<file path="config.mk">
export PLATFORM = sky130hd
export DESIGN_NAME = ram_fifo_ctrl_flat
export DESIGN_NICKNAME = d
export VERILOG_FILES = /design/src/rtl/ram_fifo_ctrl_pkg.sv /design/src/rtl/ram_fifo_ctrl_if.sv /design/src/rtl/dualport_ram.sv /design/src/rtl/ram_fifo_ctrl.sv /design/src/flat_wrapper.sv
export SDC_FILE = /design/constraint.sdc
export NUM_CORES = 1
export LEC_CHECK = 0
export ABC_AREA = 1
export CAP_MARGIN = 25
export CORE_ASPECT_RATIO = 1.4
export CORE_MARGIN = 2
export CORE_UTILIZATION = 55
export DETAILED_ROUTE_END_ITERATION = 8
export DONT_BUFFER_PORTS = 1
export GPL_ROUTABILITY_DRIVEN = 0
export PLACE_DENSITY = 0.73
export SYNTH_ARGS = -nofsm -noshare
export SYNTH_HDL_FRONTEND = slang
export SYNTH_HIERARCHICAL = 1
export SYNTH_SLANG_ARGS = --single-unit
</file>
<file path="constraint.sdc">
create_clock -name clk -period 3.02 [get_ports clk]
set_input_delay 0.755 -clock clk [delete_from_list [all_inputs] [get_ports clk]]
set_output_delay 0.755 -clock clk [all_outputs]
set_load 0.02 [all_outputs]
</file>
<file path="src/rtl/ram_fifo_ctrl_pkg.sv">
// Shared sizing constants for the RAM-backed FIFO controller.
package ram_fifo_ctrl_pkg;

  localparam int FIFO_DW    = 8;
  localparam int FIFO_AW    = 4;
  localparam int FIFO_DEPTH = 1 << FIFO_AW;
  localparam int FIFO_CNT_W = FIFO_AW + 1;

endpackage

</file>
<file path="src/rtl/ram_fifo_ctrl_if.sv">
// Producer/consumer handshake and status bundle of the RAM FIFO controller.
interface ram_fifo_ctrl_if
  import ram_fifo_ctrl_pkg::*;
#(
  parameter int DW = FIFO_DW,
  parameter int AW = FIFO_AW
) ();

  logic          in_valid;
  logic          in_ready;
  logic [DW-1:0] in_data;
  logic          out_valid;
  logic          out_ready;
  logic [DW-1:0] out_data;
  logic [AW:0]   count;
  logic          full;
  logic          empty;

  modport master (
    output in_valid, in_data, out_ready,
    input  in_ready, out_valid, out_data, count, full, empty
  );

  modport slave (
    input  in_valid, in_data, out_ready,
    output in_ready, out_valid, out_data, count, full, empty
  );

endinterface

</file>
<file path="src/rtl/dualport_ram.sv">
// Two-port synchronous RAM; each port writes on w_x, port B returns data one cycle after add_b.
module dualport_ram
  import ram_fifo_ctrl_pkg::*;
#(
  parameter int DW = FIFO_DW,
  parameter int AW = FIFO_AW
) (
  input  logic          clk,
  input  logic          w_a,
  input  logic [AW-1:0] add_a,
  input  logic [DW-1:0] d_in_a,
  input  logic          w_b,
  input  logic [AW-1:0] add_b,
  input  logic [DW-1:0] d_in_b,
  output logic [DW-1:0] d_out_b
);

  logic [DW-1:0] mem [1 << AW];

  always_ff @(posedge clk) begin
    if (w_a) mem[add_a] <= d_in_a;
    if (w_b) mem[add_b] <= d_in_b;
    d_out_b <= mem[add_b];
  end

endmodule

</file>
<file path="src/rtl/ram_fifo_ctrl.sv">
// FIFO controller around a dual-port RAM with a two-entry head/skid output stage
// that hides the one-cycle RAM read latency and sustains one push and one pop per cycle.
module ram_fifo_ctrl
  import ram_fifo_ctrl_pkg::*;
#(
  parameter int DW = FIFO_DW,
  parameter int AW = FIFO_AW
) (
  input  logic          clk,
  input  logic          rst,
  ram_fifo_ctrl_if.slave bus
);

  localparam int DEPTH = 1 << AW;
  localparam int CNT_W = AW + 1;
  localparam logic [CNT_W-1:0] FULL_CNT = CNT_W'(DEPTH);

  logic [AW-1:0]    wr_ptr_q, wr_ptr_d;
  logic [AW-1:0]    rd_ptr_q, rd_ptr_d;
  logic [CNT_W-1:0] ram_cnt_q, ram_cnt_d;
  logic [CNT_W-1:0] count_q, count_d;
  logic             rd_pend_q, rd_pend_d;
  logic             head_vld_q, head_vld_d;
  logic             skid_vld_q, skid_vld_d;
  logic [DW-1:0]    head_q, head_d;
  logic [DW-1:0]    skid_q, skid_d;
  logic [DW-1:0]    d_out_b;

  logic             full;
  logic             push;
  logic             pop;
  logic             rd_issue;
  logic             head_free;
  logic [1:0]       occ;

  assign full = (count_q == FULL_CNT);
  assign push = bus.in_valid && !full && !rst;
  assign pop  = head_vld_q && bus.out_ready;

  // Words already committed to the output stage: held in head/skid or returning from the RAM.
  assign occ      = 2'(head_vld_q) + 2'(skid_vld_q) + 2'(rd_pend_q);
  assign rd_issue = (ram_cnt_q != '0) && ((occ < 2'd2) || ((occ == 2'd2) && pop));

  // Returning data may take the head only if it is empty once this edge's pop is applied.
  assign head_free = !head_vld_q || (pop && !skid_vld_q);

  dualport_ram #(
    .DW (DW),
    .AW (AW)
  ) u_ram (
    .clk     (clk),
    .w_a     (push),
    .add_a   (wr_ptr_q),
    .d_in_a  (bus.in_data),
    .w_b     (1'b0),
    .add_b   (rd_ptr_q),
    .d_in_b  ('0),
    .d_out_b (d_out_b)
  );

  always_comb begin
    wr_ptr_d   = wr_ptr_q;
    rd_ptr_d   = rd_ptr_q;
    ram_cnt_d  = ram_cnt_q;
    count_d    = count_q;
    rd_pend_d  = rd_issue;
    head_vld_d = head_vld_q;
    skid_vld_d = skid_vld_q;
    head_d     = head_q;
    skid_d     = skid_q;

    if (push)     wr_ptr_d = wr_ptr_q + 1'b1;
    if (rd_issue) rd_ptr_d = rd_ptr_q + 1'b1;

    case ({push, rd_issue})
      2'b10:   ram_cnt_d = ram_cnt_q + 1'b1;
      2'b01:   ram_cnt_d = ram_cnt_q - 1'b1;
      default: ram_cnt_d = ram_cnt_q;
    endcase

    case ({push, pop})
      2'b10:   count_d = count_q + 1'b1;
      2'b01:   count_d = count_q - 1'b1;
      default: count_d = count_q;
    endcase

    if (pop) begin
      if (skid_vld_q) begin
        head_d     = skid_q;
        head_vld_d = 1'b1;
        skid_vld_d = 1'b0;
      end else begin
        head_vld_d = 1'b0;
      end
    end

    if (rd_pend_q) begin
      if (head_free) begin
        head_d     = d_out_b;
        head_vld_d = 1'b1;
      end else begin
        skid_d     = d_out_b;
        skid_vld_d = 1'b1;
      end
    end
  end

  // Control state plus the head word, which must read back as zero after reset.
  always_ff @(posedge clk) begin
    if (rst) begin
      wr_ptr_q   <= '0;
      rd_ptr_q   <= '0;
      ram_cnt_q  <= '0;
      count_q    <= '0;
      rd_pend_q  <= 1'b0;
      head_vld_q <= 1'b0;
      skid_vld_q <= 1'b0;
      head_q     <= '0;
    end else begin
      wr_ptr_q   <= wr_ptr_d;
      rd_ptr_q   <= rd_ptr_d;
      ram_cnt_q  <= ram_cnt_d;
      count_q    <= count_d;
      rd_pend_q  <= rd_pend_d;
      head_vld_q <= head_vld_d;
      skid_vld_q <= skid_vld_d;
      head_q     <= head_d;
    end
  end

  always_ff @(posedge clk) begin
    skid_q <= skid_d;
  end

  assign bus.in_ready  = !full;
  assign bus.out_valid = head_vld_q;
  assign bus.out_data  = head_q;
  assign bus.count     = count_q;
  assign bus.full      = full;
  assign bus.empty     = (count_q == '0);

endmodule

</file>
<file path="src/flat_wrapper.sv">
// flat-port wrapper written by rule: the top's interface ports become plain ports
module ram_fifo_ctrl_flat import ram_fifo_ctrl_pkg::*;
#(
  parameter int DW = FIFO_DW,
  parameter int AW = FIFO_AW
)
  (clk, rst, bus_in_valid, bus_in_data, bus_out_ready, bus_in_ready, bus_out_valid, bus_out_data, bus_count, bus_full, bus_empty);
  ram_fifo_ctrl_if #(.DW(DW), .AW(AW)) bus_i ();
  input  logic clk;
  input  logic rst;
  input wire logic [$bits(bus_i.in_valid)-1:0] bus_in_valid;
  input wire logic [$bits(bus_i.in_data)-1:0] bus_in_data;
  input wire logic [$bits(bus_i.out_ready)-1:0] bus_out_ready;
  output wire logic [$bits(bus_i.in_ready)-1:0] bus_in_ready;
  output wire logic [$bits(bus_i.out_valid)-1:0] bus_out_valid;
  output wire logic [$bits(bus_i.out_data)-1:0] bus_out_data;
  output wire logic [$bits(bus_i.count)-1:0] bus_count;
  output wire logic [$bits(bus_i.full)-1:0] bus_full;
  output wire logic [$bits(bus_i.empty)-1:0] bus_empty;
  assign bus_i.in_valid = bus_in_valid;
  assign bus_i.in_data = bus_in_data;
  assign bus_i.out_ready = bus_out_ready;
  assign bus_in_ready = bus_i.in_ready;
  assign bus_out_valid = bus_i.out_valid;
  assign bus_out_data = bus_i.out_data;
  assign bus_count = bus_i.count;
  assign bus_full = bus_i.full;
  assign bus_empty = bus_i.empty;
  ram_fifo_ctrl #(.DW(DW), .AW(AW)) u_core (.clk(clk), .rst(rst), .bus(bus_i));
endmodule
</file>
### Yosys cells after proc, flatten, opt, wreduce, memory -nomap -nowiden

Memories as Yosys holds them, arrays and structs flattened. A register that Yosys moved wholly into a read port is not among the register bits.
Cells that the tools add are included.

* add/sub/neg operators: 8
* magnitude comparators: 1
* eq/ne operators: 6
* muxes and demuxes: 15
* bitwise operators: 1
* reduce and logical (&&, ||, !) cells: 17

Operator list (number)
* two-way mux 8 bit: 4
* case mux 5 bit (2 select lines): 2
* adder 5 x 1 -> 5 bit, second input constant: 2
* subtractor 5 x 1 -> 5 bit, second input constant: 2
* two-way mux 1 bit: 9
* adder 4 x 1 -> 4 bit, second input constant: 2
* equality test 2 bit, second input constant: 3
* logical AND 1 bit: 6
* equality test 5 bit, second input constant: 1
* logical NOT 5 bit: 1
* nonzero test 5 bit: 1
* equality test 2 x 1 -> 1 bit, second input constant: 2
* logical NOT 1 bit: 4
* nonzero test 2 bit: 2
* adder 1 x 1 -> 2 bit: 1
* adder 2 x 1 -> 2 bit: 1
* logical OR 1 bit: 2
* less-than comparator 2 bit, second input constant: 1
* AND reduction 2 bit: 1
* inverter 1 bit: 1

* flip-flop bits (word level): 37
* bits in writable memories: 128
* input port bits: 12
* output and inout port bits: 17
* word-level logic and storage cells: 58
* memories: 1

Memory list
* u_core.u_ram.mem: words 16, width 8, rd ports 1, clocked after memory_dff 1, write ports 1, line dualport_ram.sv:18 `logic [DW-1:0] mem [1 << AW];`

### Logic depth before layout (Yosys ltp)

* word-level depth: 8
* depth in mapped cells: 17
* mapped depth without buffers: 17

### Hierarchy

Netlist, hierarchy kept.

Modules (own cells, without submodules)
* dualport_ram: instances 1, cells each 881, area each 7031.7 um^2, sequential area each 4003.8 um^2
* ram_fifo_ctrl: instances 1, cells each 247, area each 1923.1 um^2, sequential area each 820.8 um^2

### Worst setup path before layout

OpenSTA, ideal clock, no wires.

* path type: reg-to-reg
* start point: register u_core.head_vld_q (netlist: u_core/bus.out_valid)
* end point: register u_core.ram_cnt_q[4]
* library setup time: 0.132 ns
* data arrival time: 2.444 ns
* data required time: 2.888 ns
* slack: 0.444 ns
* cell stages (with the launch flop): 18
* path buffers: 0
* period minus slack after synthesis: 2.576 ns
* cells stage by stage: dfxtp_1 > inv_1 > fa_1 > nand2_1 > nand2_2 > nand2_2 > inv_2 > ha_1 > inv_1 > fa_1 > inv_1 > nand2_1 > nand2_1 > nand2_1 > nand2_1 > nand2_1 > nand2_1 > a21oi_1

* cells in the longest elaborated chain, start to end: 8
* elaborated cells on any way between the ends: 12
* classes of those cells: add/sub (2); order compare (1); eq/ne (3); mux (1); reduce/logical (5)

RTL lines
* start, declared: line ram_fifo_ctrl.sv:23 `logic head_vld_q, head_vld_d;`
* start signal, assigned: line ram_fifo_ctrl.sv:125 `head_vld_q <= head_vld_d;`
* adder 1 x 1 -> 2 bit: line ram_fifo_ctrl.sv:41 `assign occ = 2'(head_vld_q) + 2'(skid_vld_q) + 2'(rd_pend_q);`
* adder 2 x 1 -> 2 bit: line ram_fifo_ctrl.sv:41
* equality test 2 bit: line ram_fifo_ctrl.sv:42 `assign rd_issue = (ram_cnt_q != '0) && ((occ < 2'd2) || ((occ == 2'd2) && pop));`
* logical AND 1 bit: line ram_fifo_ctrl.sv:42
* logical OR 1 bit (*): line ram_fifo_ctrl.sv:42
* logical AND 1 bit (*): line ram_fifo_ctrl.sv:42
* named net u_core.rd_issue: line ram_fifo_ctrl.sv:32 `logic rd_issue;`
* equality test 2 x 1 -> 1 bit or equality test 2 bit (tied branches): line ram_fifo_ctrl.sv:75 `case ({push, rd_issue})`
* case mux 5 bit (2 select lines) or nonzero test 2 bit (tied branches)
* end signal, assigned: line ram_fifo_ctrl.sv:122 `ram_cnt_q <= ram_cnt_d;`
* end, declared: line ram_fifo_ctrl.sv:20 `logic [CNT_W-1:0] ram_cnt_q, ram_cnt_d;`

Mark *: on every way through the listed nets, which the timed path passes. The rest lies on a longest branch.
A chain may end at the register's enable or synchronous reset.

### Worst setup path after layout

* start point: register u_core.skid_vld_q
* end point: register u_core.ram_cnt_q[4]

* cells in the longest elaborated chain, start to end: 8
* elaborated cells on any way between the ends: 11
* classes of those cells: add/sub (2); order compare (1); eq/ne (3); mux (1); reduce/logical (4)

RTL lines
* start, declared: line ram_fifo_ctrl.sv:24 `logic skid_vld_q, skid_vld_d;`
* start signal, assigned: line ram_fifo_ctrl.sv:126 `skid_vld_q <= skid_vld_d;`
* adder 1 x 1 -> 2 bit (*): line ram_fifo_ctrl.sv:41
* adder 2 x 1 -> 2 bit (*): line ram_fifo_ctrl.sv:41
* equality test 2 bit: line ram_fifo_ctrl.sv:42
* logical AND 1 bit: line ram_fifo_ctrl.sv:42
* logical OR 1 bit (*): line ram_fifo_ctrl.sv:42
* logical AND 1 bit (*): line ram_fifo_ctrl.sv:42
* named net u_core.rd_issue: line ram_fifo_ctrl.sv:32
* equality test 2 x 1 -> 1 bit or equality test 2 bit (tied branches): line ram_fifo_ctrl.sv:75
* case mux 5 bit (2 select lines) or nonzero test 2 bit (tied branches)

Marked as above.

==> out/metrics.yaml <==
status: "completed"
critPathSlowestCell: "fa_1"
regArea_mm2: 0.00483
path_cells: "inv_1 -> fa_1 -> nand2_1 -> nand2_2 -> nand2_2 -> inv_2 -> ha_1 -> inv_1 -> fa_1 -> inv_1 -> nand2_1 -> nand2_1 -> nand2_1 -> nand2_1 -> nand2_1 -> nand2_1 -> a21oi_1"
tightest_slew_ns: 1.11
critical_path.endpoint: "u_core/ram_cnt_q[4]"
final_common_cell: "nand2_1"
crit_buf_inv: 4
min_from: "rst"
multiInputGateArea_mm2: 0.00378
cts_num_sinks: 173
ir_worst_vdd_mv: 0.610
fin_nets: 1202
coreArea_mm2: 0.0160
final_cell_mix: "nand2_1 (536), edfxtp_1 (136), o21ai_0 (134)"
max_freq_mhz: 384
ys_seq_elements: 173
nFillCells: 1422
worstSetupStartpointType: "flip-flop"
wl_mm: 23.3
diodes: 0
drv_slew: 0
setup_violations: 0
grt-ovfl-total: 0
leakagePower_nw: 4.41
portBuffers: 0
cts.clk_slew.worst_paths_ns: 0.07
grt_pass1_vias: 6905
rows: 55
skew_ns: 0.0122
syn-cell-area_mm2: 0.00895
hpwl_mm: 15.4
ctsResizeCount: 0
synth_cell_type_count: 34
endpoint_kind: "flip-flop"
relSlewSlack_pct: 25.8
fp.dieArea_mm2: 0.0173
power.total_mw: 7.73
cpPeakStageDelay_ns: 0.48
syn_inst: 1128
stdcell_count: 1389
fin_setup_tns_ns: 0
hold_viol_final: 0
critPathMaxFanout: 5
areaGrowthSynthToFinish_pct: 11.2
syn_avg_cell_area_um2: 7.94
first_iter_violations: 752
track_usage_pct: 27.6
timing.final.crit_period_ns: 2.60
ys_seq_area_share_pct: 53.9
critical-path-top-delay-family: "adder cells"
die_x_um: 112
pin_count: 29
clock_insertion_delay_worst_skew_ns: 0.43
cts_buffer_depth: 2
worst-path-stages: 17
critical_path_required_ns: 3.35
r2r-start: "u_core/skid_vld_q"
vias: 7401
crit_start: "u_core/skid_vld_q"
path_class: "reg2reg"
cts_tree: "done"
ant_nets: 0
cpMostUsedCell: "nand2_1"
cts-root-buf: "clkbuf_16"
worstPathArrival_ns: 2.93
die_height_um: 155
grt_max_degree: 72
start_util_pct: 55.8
r2r_cells: 17
rsz0062_at_grt: "false"
wl_per_cell_um: 16.8
rr_endpoint: "u_core/ram_cnt_q[4]"
power.density_mw_per_mm2: 777
fin_crit_sh_pct: 86.2
yosysWarnings: 6
cts.htree.levels: 4
max-cap-violations: 0
rrSetupSlack_ns: 0.42
antenna_found_initial: 0
ctsHoldBuffers: 0
layout-drive-gt1-share_pct: 6.30
dp.cells: 1357
drc: 0
post_cts_buffers: 0
drt-pass1-iter-count: 6
vias_per_cell: 5.33
min-delay-path-class: "in2reg"
grt_first_pass_wirelength_mm: 36.1
numCtsBuffers: 17
-- layer usage --
| layer | vias up | track usage, % | wire, um |
|---|---|---|---|
| met5 | - | 0 | 0 |
| met2 | 310 | 47.5 | 11400 |
| met1 | 3341 | 32.6 | 8890 |
| li1 | 3685 | - | - |
| met4 | 0 | 15.3 | 1250 |
| met3 | 65 | 5.18 | 1710 |
-- cell families (layout without fill, tap and decap cells) --
family	Yosys count	in the layout	share of synthesized area (%)
xor gates and xnor gates	3	3	0.293
adders and majority gates	13	13	2.07
AOI/OAI and AO/OA	194	194	11.1
other	1	61	0.0419
buffers and inverters	143	145	6.37
DFF	173	173	53.9
and+or+nand+nor	601	601	26.3
-- per-stage QoR --
step           worst slack [ns]  hold WS (ns)  utilization [%]  area, um2
6_report                  0.418         0.389             62.1       9950
5_1_grt                   0.206         0.372             62.1       9950
4_1_cts                   0.421         0.372             62.1       9950
3_5_place_dp              0.434         0.413             58.5       9380
3_3_place_gp              0.486         0.407             58.5       9380
2_1_floorplan             0.444         0.403                -       9180
-- registers in the layout, summed over array words and instances, names as in the netlist --
register / flops
u_core/u_ram/mem: 128
u_core/bus.out_data: 8
u_core/skid_q: 8
u_core/u_ram/d_out_b: 8
u_core/bus.count: 5
u_core/ram_cnt_q: 5
u_core/rd_ptr_q: 4
u_core/wr_ptr_q: 4
u_core/bus.out_valid: 1
u_core/rd_pend_q: 1
u_core/skid_vld_q: 1
-- synth_stat cells (all sizes together) --
cell | n | area (um2)
nand4 | 6 | 52.6
inv | 90 | 338
xnor2 | 2 | 17.5
nand3 | 14 | 70.1
nor3 | 2 | 20.0
nand2 | 542 | 2050
ha | 10 | 125
a21oi | 23 | 119
and3 | 1 | 6.26
buf | 26 | 130
conb | 1 | 3.75
clkbuf | 25 | 95.1
o21ai | 165 | 837
xor2 | 1 | 8.76
or2 | 3 | 18.8
clkinv | 2 | 7.51
dfxtp | 37 | 741
o22ai | 6 | 37.5
edfxtp | 136 | 4080
nor2 | 33 | 129
fa | 3 | 60.1
-- worst min path at each step --
stage                          endpoint  slack, ns  depth (start not counted)
floorplan              u_core/skid_q[0]       0.40                          0
global placement       u_core/skid_q[5]       0.41                          0
detailed placement     u_core/skid_q[2]       0.41                          0
CTS                 u_core/bus.count[4]       0.37                          1
global route          u_core/skid_vld_q       0.37                          1
finish              u_core/bus.count[4]       0.39                          1
-- where the power goes --
group | total, mW | internal [mW] | switching (mW)
combinational | 2.44 | 0.714 | 1.73
sequential | 3.13 | 2.92 | 0.211
clock | 2.16 | 1.17 | 0.992
-- cell type report --
class	instances	area share [%]
well taps	199	2.50
flip-flops and latches	173	48.5
multi-input cells	872	38.0
clock buffers	17	4.27
repair buffers	21	1.71
inverters	92	3.47
clock inverters	15	1.55
No activity file was read; power rests on OpenSTA's default activity.
